File: src/rtl/instr_fetch.sv
// Instruction fetch unit: a four-state request/response fetcher.
// It holds one instruction until the downstream stage retires it, then
// fetches either the sequential PC or the redirect target.
//
// state | meaning
// ------+--------------------------------------------------------------
// IDLE  | one-cycle settle after reset release, no memory activity
// REQ   | imem_req high, imem_addr = pc, waiting for imem_ready
// WAIT  | request accepted, waiting for imem_rvalid to capture data
// HOLD  | instruction held and valid, retires when stall is low
module instr_fetch #(
  parameter logic [31:0] RESET_PC = 32'h0000_0000
) (
  input  logic        clk,
  input  logic        rst_n,
  output logic        imem_req,
  output logic [31:0] imem_addr,
  input  logic        imem_ready,
  input  logic        imem_rvalid,
  input  logic [31:0] imem_rdata,
  input  logic        stall,
  input  logic        pc_src,
  input  logic [31:0] pc_target,
  output logic        instr_valid,
  output logic [31:0] instr,
  output logic [6:0]  op,
  output logic [2:0]  funct3,
  output logic [6:0]  funct7,
  output logic [31:0] pc,
  output logic [31:0] pc_plus4
);

  localparam logic [1:0] IDLE = 2'd0;
  localparam logic [1:0] REQ  = 2'd1;
  localparam logic [1:0] WAIT = 2'd2;
  localparam logic [1:0] HOLD = 2'd3;

  localparam logic [31:0] NOP     = 32'h0000_0013;
  localparam logic [31:0] PC_BASE = RESET_PC & 32'hFFFF_FFFC;

  logic [1:0]  state_q;
  logic [1:0]  state_d;
  logic        run_q;
  logic [31:0] pc_q;
  logic [31:0] pc_d;
  logic [31:0] instr_q;
  logic        capture;
  logic        retire;

  assign capture = (state_q == WAIT) && imem_rvalid;
  assign retire  = (state_q == HOLD) && !stall;

  // Reset-release synchroniser: IDLE only advances once this has seen a clean edge.
  always_ff @(posedge clk or negedge rst_n) begin
    if (!rst_n) begin
      run_q <= 1'b0;
    end else begin
      run_q <= 1'b1;
    end
  end

  // Next-state decode; responses outside WAIT never reach the capture path.
  always_comb begin
    state_d = state_q;
    case (state_q)
      IDLE:    if (run_q)      state_d = REQ;
      REQ:     if (imem_ready) state_d = WAIT;
      WAIT:    if (imem_rvalid) state_d = HOLD;
      HOLD:    if (!stall)     state_d = REQ;
      default:                 state_d = IDLE;
    endcase
  end

  // Next PC is chosen only at retire; the target is word-aligned.
  always_comb begin
    pc_d = pc_q;
    if (retire) begin
      if (pc_src) begin
        pc_d = pc_target & 32'hFFFF_FFFC;
      end else begin
        pc_d = pc_q + 32'd4;
      end
    end
  end

  // State, PC and instruction registers.
  always_ff @(posedge clk or negedge rst_n) begin
    if (!rst_n) begin
      state_q <= IDLE;
      pc_q    <= PC_BASE;
      instr_q <= NOP;
    end else begin
      state_q <= state_d;
      pc_q    <= pc_d;
      if (capture) begin
        instr_q <= imem_rdata;
      end
    end
  end

  // Outputs are Moore-style; instr falls back to NOP whenever nothing is held.
  always_comb begin
    imem_req    = (state_q == REQ);
    imem_addr   = pc_q;
    instr_valid = (state_q == HOLD);
    instr       = instr_valid ? instr_q : NOP;
    op          = instr[6:0];
    funct3      = instr[14:12];
    funct7      = instr[31:25];
    pc          = pc_q;
    pc_plus4    = pc_q + 32'd4;
  end

endmodule

File: config.mk
export PLATFORM = sky130hd
export DESIGN_NAME = instr_fetch
export DESIGN_NICKNAME = d
export VERILOG_FILES = /design/src/rtl/instr_fetch.sv
export SDC_FILE = /design/constraint.sdc
export NUM_CORES = 1
export LEC_CHECK = 0
export BUFFER_PORTS_ARGS = -buffer_cell sky130_fd_sc_hd__buf_2
export CORE_ASPECT_RATIO = 0.5
export CORE_MARGIN = 5
export CORE_UTILIZATION = 44
export CTS_BUF_LIST = sky130_fd_sc_hd__clkbuf_4 sky130_fd_sc_hd__clkbuf_8
export DETAILED_ROUTE_END_ITERATION = 8
export PLACE_DENSITY = 0.77
export SKIP_CTS_REPAIR_TIMING = 1
export SYNTH_ARGS = -nofsm -noshare
export SYNTH_HDL_FRONTEND = slang
export SYNTH_SLANG_ARGS = --single-unit
File: constraint.sdc
create_clock -name clk -period 2.3 [get_ports clk]
set_input_delay 0.115 -clock clk [delete_from_list [all_inputs] [get_ports clk]]
set_output_delay 0.115 -clock clk [all_outputs]
set_load 0.03 [all_outputs]
======== After elaboration in Yosys (flattened, before gate mapping) ========
Cells that the tools add are included.
word-level totals
  register bits ........................... 67
  output and inout port bits .............. 147
  word-level logic and storage cells ...... 24
  bits of input ports ..................... 70
cells by class
  multiplexer cells ....................... 7
  eq/ne operators ......................... 7
  reduce and logical (&&, ||, !) cells .... 5
  add/sub/neg operators ................... 1
operators with widths
  kind                                                 number
  2-to-1 mux 32 bit                                    2
  adder 32 x 3 -> 32 bit, second input constant        1
  2-to-1 mux 2 bit                                     4
  one-hot mux 2 bit (4 select lines)                   1
  != test 2 bit, second input constant                 3
  equality test 2 bit, second input constant           2
  AND reduction 4 bit                                  1
  equality test 2 x 1 -> 1 bit, second input constant  1
  logical AND 1 bit                                    2
  logical NOT 2 bit                                    1
  != test 2 x 1 -> 1 bit, second input constant        1
  logical NOT 1 bit                                    1

======== Logic depth before layout (Yosys ltp) ========
Gate-level depths: netlist (run 1).
  depth in word-level cells ............... 3
  gate-level depth with buffers ........... 7
  depth with buffers taken out ............ 5

======== Worst setup path after synthesis (run 1) ========
Ideal clock, no wire load.
  kind .................................... reg2out
  start point ............................. register pc_q[6] (netlist: imem_addr[6])
  end point ............................... output pc_plus4[23]
  path buffers ............................ 1
  required time ........................... 2,185 ps
  slack ................................... -5 ps
  data arrival time ....................... 2,190 ps
  cell stages (with the launch flop) ...... 6
  cells stage by stage .................... dfrtp_1 > buf_4 > nand3_1 > or3_4 > or3_4 > xnor2_1
between the ends
  word-level cells in the longest chain between the ends .. 1
ends and longest elaborated chain
  element                 RTL line  source
  start, declared         44        logic [31:0] pc_q;
  start signal, assigned  94        pc_q <= pc_d;
  adder 32 x 3 -> 32 bit  111       pc_plus4 = pc_q + 32'd4;
  end, declared           30        output logic [31:0] pc_plus4
No other way between the ends.

======== Final worst setup path (run 1) ========
  start point ............................. register pc_q[3] (netlist: imem_addr[3])
  end point ............................... output pc_plus4[28]
Same word-level chain as after synthesis.

==> key figures, run 1 <==
Timing
  – Slew @ Worst Pin: 0.5998 ns
  – Tmin final: 2.248 ns
  – Max Fclk: 444.8 MHz
  – Final Hold Fails: 0
  – Final period util: 97.75%
  – Max-Slew Margin vs Limit: 60.01%
  – Worst clock skew: 0.009192 ns
  – Fin worst setup slack: 0.05167 ns
  – Slew Viols, Final: 0
  – Unrepaired setup endpoints after global routing: yes
  – Endpoints failing setup: 0

Clock network
  – Maximum clock insertion buffer count: 2
  – Reg clk slew, reported paths: 0.08 ns
  – Root Buffer Master: clkbuf_8
  – Total CTS buffers: 9
  – Htree depth: 3
  – Clock Sinks: 65
  – Worst skew pair latency: 0.35 ns
  – CTS tree: built

Power and ir drop
  – Peak supply drop: 0.8263 mV
  – Int Pwr: 4.756 mW
  – Clock power frac: 13.3%
  – Reg power frac: 23.8%
  – Net Switching: 5.266 mW
  – Total chip power: 10.02 mW
  – Combinational group share of total power: 62.9%
  – Net Sw Frac: 52.54%
  – Pwr dens: 1631 nW/um^2
  – P_leak: 2.904 nW

Route
  – # DRC: 0
  – Routed WL: 14.42 mm
  – WL/cell: 17.27 um
  – DRT iter0 DRCs: 326
  – Post-DRT Antenna Nets: 0
  – DRT Pass-1 Iters: 5
  – DR vias: 4,442
  – Vias per cell: 5.320

Placement
  – Number of placed cells counting well taps: 765
  – Placed Area: 5295 sq um
  – Port-buffer cells: 208
  – HPWL Detailed: 9.734 mm
  – GPL Wtd Cong: 0.8146
  – Place WS: 0.1753 ns

Critical path
  – Reg2reg setup slack: 0.32 ns
  – CP max FO: 7
  – Setup CP Type: reg2out
  – Reg-to-reg startpoint: state_q[0]
  – Critical R2R Capture: imem_addr[19]
  – Type of origin of the critical path: register
  – CP Data Required Time: 2.18 ns
  – Crit end category: output port
  – Reg2Reg Depth: 6
  – Crit path DAT: 2.13 ns

Floorplan
  – FP Rows: 25
  – Die Wd: 152.2 um
  – Die H: 81.10 um
  – Io pins: 217
  – Initial core utilization: 46.17%
  – Core footprint: 9634 sq um
  – Die footprint: 12,340 sq um

GRT
  – Initial antenna violation count: 0
  – GR Util All Layers: 20.47%
  – Vias in the first global route: 3,982
  – Global-route wire length before repair: 20.50 mm
  – Grt ovf: 0
  – Largest net degree at the start of global routing: 50

Yosys
  – Synth async-reset ratio: 100.0%
  – Main synth FF type: dfrtp_1
  – Count of unique library cells instantiated by Yosys: 55
  – Area of the mapped netlist: 4448 sq um
  – Post-synth EDFFs: 0
  – Largest cells by area after synthesis: dfrtp_1 (35%), buf_4 (9.3%), mux2_2 (8.4%)
  – Flip-flop and latch count after synthesis: 65
  – Post-synthesis cell count: 485
  – Sequential cell area fraction in the yosys report: 36.65%
  – Synth area leader: dfrtp_1
  – Synth Warn #: 0
  – Top-area cell type share of the netlist area: 34.88%
  – Syn avg cell area: 9.171 sq um

Cells and area
  – Synth-to-layout area growth: 38.12%
  – Fin cells: 835
  – Post-route cell area: 6143 sq um
  – FILL cells: 768
  – Final Core Density: 63.77%
  – Share of cells above drive strength 1: 49.28%
  – Nets: 768

Hold path
  – Hold Crit Start: pc_target[2]
  – Hold endpoint: imem_addr[2]
  – Worst hold path type: in2reg
  – Hold Path Depth: 3

Job
  – Max cap viols: 0

Run status
  – Status: finished, final reports clean
how the worst max path moves through the flow:
stage          slack, ns          from       endpoint  cells after the start
3_5_place_dp        0.18  imem_addr[2]  imem_addr[28]                      5
6_report            0.05  imem_addr[3]   pc_plus4[28]                      6
4_1_cts            -0.21  imem_addr[2]   pc_plus4[30]                      6
2_1_floorplan       0.01  imem_addr[3]   pc_plus4[28]                      5
3_3_place_gp        0.25  imem_addr[2]  imem_addr[28]                      5
5_1_grt            -0.07  imem_addr[4]   pc_plus4[31]                      6
layer usage:
| metal | GRT usage, % | vias up | routed length, um |
|---|---|---|---|
| li1 | - | 2084 | - |
| met1 | 25.94 | 2098 | 6067 |
| met2 | 34.91 | 236 | 7006 |
| met3 | 6.546 | 24 | 1141 |
| met4 | 4.395 | 0 | 206 |
| met5 | 0 | - | 0 |
cell families after synthesis:
family,count (synthesis),synth area share [%]
flops,65,36.65
simple gates,172,21.97
fa+ha+maj,5,1.406
other cells,2,0.1688
compound gates,77,11.98
mux,36,9.030
buf+inv,101,13.47
xor+xnor,27,5.317
per-stage QoR:
step | TNS [ns] | hold WS (ns)
global route | -0.1711 | 0.002391
floorplan | 0 | -0.1806
CTS | -1.072 | -0.3069
detailed placement | 0 | 0.08295
global placement | 0 | 0.07228
finish | 0 | 0.01866
layout make-up:
class	instances	area, sq um	share of cell area [%]
well taps	135	168.9	2.749
inverters	14	52.55	0.8554
repair buffers	279	1677	27.29
diodes	2	5.005	0.08147
flip-flops and latches	65	1657	26.97
clock buffers	10	137.6	2.240
multi-input cells	324	2308	37.58
clock inverters	6	137.6	2.240
Yosys cell counts (6+ instances only):
cell / number
or3_1: 7
buf_4: 55
and4_1: 6
and2_1: 32
clkbuf_1: 18
nor3_1: 17
and3_1: 13
nand2_1: 28
nand4_1: 15
o211ai_1: 8
a21oi_1: 10
a31oi_1: 7
xnor2_1: 21
o21ai_0: 18
inv_1: 14
mux2_2: 33
buf_2: 10
nor2_1: 15
xor2_1: 6
nand3_1: 19
dfrtp_1: 62
a22oi_1: 6
power groups by stage:
stage	Combinational [mW]	Sequential, mW	Clock (mW)
3_5_place_dp	5.88	2.39	0
6_report	6.30	2.38	1.33
3_3_place_gp	5.81	2.35	0
5_1_grt	6.69	2.49	1.42
4_1_cts	5.89	2.37	1.36
2_1_floorplan	4.34	2.67	0
layout by cell type (no fill, tap or decap), types with 14 or more instances in the layout:
cell type,n
and2_1,32
buf_2,204
buf_4,40
dfrtp_1,41
dfrtp_2,21
dlygate4sd3_1,32
inv_1,14
mux2_2,33
nand2_1,27
nand3_1,17
nand4_1,15
nor2_1,14
o21ai_0,18
xnor2_1,20
registers in the layout, indices dropped and copies added (netlist names):
| register | flops |
|---|---|
| imem_addr | 30 |
| instr_q | 32 |
| run_q | 1 |
| state_q | 2 |
critical path, stage by stage, from the launching register on:
cell     delay (ns)
dfrtp_2        0.44
ha_2           0.24
and3_4         0.23
nand2_2        0.13
or3_4          0.42
xnor2_1        0.14
buf_4          0.18
(Power assumes the default switching activity.)
==> run 2, diff against run 1 <==
Settings changed: CTS_BUF_LIST sky130_fd_sc_hd__clkbuf_4 sky130_fd_sc_hd__clkbuf_8 to sky130_fd_sc_hd__clkbuf_4 sky130_fd_sc_hd__clkbuf_8 sky130_fd_sc_hd__clkbuf_16.
==> run 2 against run 1 <==
  * Die area unchanged
  * Largest power group unchanged
  * Total power increased by 1.6%
  * Critical endpoint is now pc_plus4[23]
  * Sequential power about the same
  * Critical path type unchanged
==> key figures, run 2 (synthesized netlist as in run 1, its figures left out) <==
Run status
  – Status: finished, final reports clean

Critical path
  – Crit end category: output port
  – Critical R2R Capture: imem_addr[19]
  – Reg2reg setup slack: 0.32 ns
  – CP Launch Point: imem_addr[11]
  – Worst path most repeated cell: or3_4
  – Family with the most delay on the worst path: simple AND/OR/NAND/NOR gates
  – Reg-to-reg startpoint: state_q[0]
  – Crit-path max cell delay: 0.47 ns
  – Worst Setup EP: pc_plus4[23]
  – Type of origin of the critical path: register
  – Crit path DAT: 2.11 ns
  – CP Depth: 5
  – CP Cell Sequence: nand4_1 -> or3_4 -> or3_4 -> xnor2_2 -> buf_4
  – Critical path's slowest cell: or3_4
  – Worst path bufs/invs: 1
  – CP Data Required Time: 2.18 ns
  – CP max FO: 6
  – Setup CP Type: reg2out
  – Reg2Reg Depth: 6

Timing
  – Final period util: 96.72%
  – Slew @ Worst Pin: 0.5754 ns
  – Worst clock skew: 0.004614 ns
  – Final Hold Fails: 0
  – Tmin final: 2.224 ns
  – Setup TNS: 0 ns
  – Max-Slew Margin vs Limit: 61.64%
  – Endpoints failing setup: 0
  – Slew Viols, Final: 0
  – Max Fclk: 449.5 MHz

Clock network
  – Root Buffer Master: clkbuf_16
  – Worst skew pair latency: 0.33 ns
  – Total CTS buffers: 9
  – CTS tree: built
  – Reg clk slew, reported paths: 0.06 ns
  – Clock Sinks: 65
  – Htree depth: 3
  – Maximum clock insertion buffer count: 2

Cells and area
  – Most common cell after layout, fill and taps aside: buf_2
  – Final Core Density: 60.70%
  – Post-route cell area: 5848 sq um
  – Most frequent cells in the layout: buf_2 (206), dfrtp_1 (44), mux2_2 (33)
  – Largest Register: instr_q
  – Share of cells above drive strength 1: 50.23%
  – Nets: 729
  – Max FFs per register: 32
  – FILL cells: 825
  – Synth-to-layout area growth: 31.48%
  – Antenna cells: 0

Floorplan
  – Die Wd: 152.2 um
  – Initial core utilization: 46.17%
  – Core footprint: 9634 sq um
  – FP Rows: 25
  – Die H: 81.10 um
  – Die footprint: 12,340 sq um
  – Io pins: 217

Placement
  – Placed Area: 5295 sq um
  – Port-buffer cells: 208
  – HPWL Detailed: 9.734 mm
  – GPL Wtd Cong: 0.8146

Power and ir drop
  – Peak supply drop: 0.8284 mV
  – Pwr dens: 1741 nW/um^2
  – Reg power frac: 23.5%
  – Combinational group share of total power: 59.7%
  – P_leak: 2.779 nW
  – Int Pwr: 4.976 mW
  – Clock power frac: 16.8%
  – Net Switching: 5.208 mW
  – Net Sw Frac: 51.14%

GRT
  – Grt ovf: 0
  – Largest net degree at the start of global routing: 50
  – Initial antenna violation count: 0
  – Global-route wire length before repair: 20.51 mm
  – GR Util All Layers: 20.41%
  – Vias in the first global route: 3,991

Route
  – Post-DRT Antenna Nets: 0
  – DRT iter0 DRCs: 310
  – Routed WL: 13.24 mm
  – WL/cell: 16.67 um
  – Vias per cell: 5.341
  – DRT Pass-1 Iters: 5
  – # DRC: 0
  – DR vias: 4,241

Job
  – Max cap viols: 0

Hold path
  – Worst hold path type: in2reg
[run 2: worst min path at each step]
stage / startpoint / endpoint / slack, ns / cells past startpoint
2_1_floorplan: rst_n / imem_addr[10] / -0.18 / 0
3_3_place_gp: rst_n / imem_addr[7] / 0.07 / 1
3_5_place_dp: rst_n / imem_addr[7] / 0.08 / 1
6_report: imem_rdata[4] / instr_q[4] / 0.02 / 2
4_1_cts: rst_n / imem_addr[7] / -0.27 / 1
5_1_grt: imem_rdata[5] / instr_q[5] / 0.006 / 2
[run 2: per-stage QoR]
step | cells | setup WS (ns) | hold WS [ns] | power [mW]
6_report | 794 | 0.07551 | 0.01534 | 10.18
5_1_grt | 794 | -0.006054 | 0.006188 | 10.77
4_1_cts | 781 | -0.1760 | -0.2719 | 9.998
3_5_place_dp | 765 | 0.1753 | 0.08295 | 8.267
3_3_place_gp | 765 | 0.2545 | 0.07228 | 8.154
2_1_floorplan | 490 | 0.01445 | -0.1806 | 7.017
[run 2: area by class of cell]
cell class / count / area [sq um] / area share, %
multi-input combinational: 324 / 2296 / 39.26
sequential: 65 / 1653 / 28.26
timing repair buffer: 240 / 1301 / 22.25
clock buffer: 10 / 239.0 / 4.086
tap: 135 / 168.9 / 2.888
clock inverter: 6 / 137.6 / 2.353
inverter: 14 / 52.55 / 0.8986
[run 2: power groups by stage]
stage / logic (mW) / registers [mW] / clock network, mW
after CTS: 5.89 / 2.37 / 1.73
after global routing: 6.47 / 2.51 / 1.79
final: 6.08 / 2.40 / 1.71
after global placement: 5.81 / 2.35 / 0
after detailed placement: 5.88 / 2.39 / 0
after floorplan: 4.34 / 2.67 / 0
[run 2: worst register-to-register path, delay by kind of cell, from the launching register on]
kind / cells / cell delay, ns
flip-flops: 1 / 0.42
adder cells (fa/ha/maj): 1 / 0.30
AND/OR/NAND/NOR: 3 / 0.65
AO/OA/AOI/OAI: 1 / 0.19
buffers and inverters: 1 / 0.31
[run 2: layer usage]
metal  track usage (%)  routed length, um  vias up
li1                  -                  -     2013
met4             4.664                121        0
met1             26.11               5732     2017
met3             6.333               1043       13
met2             34.51               6341      198
met5                 0                  0        -
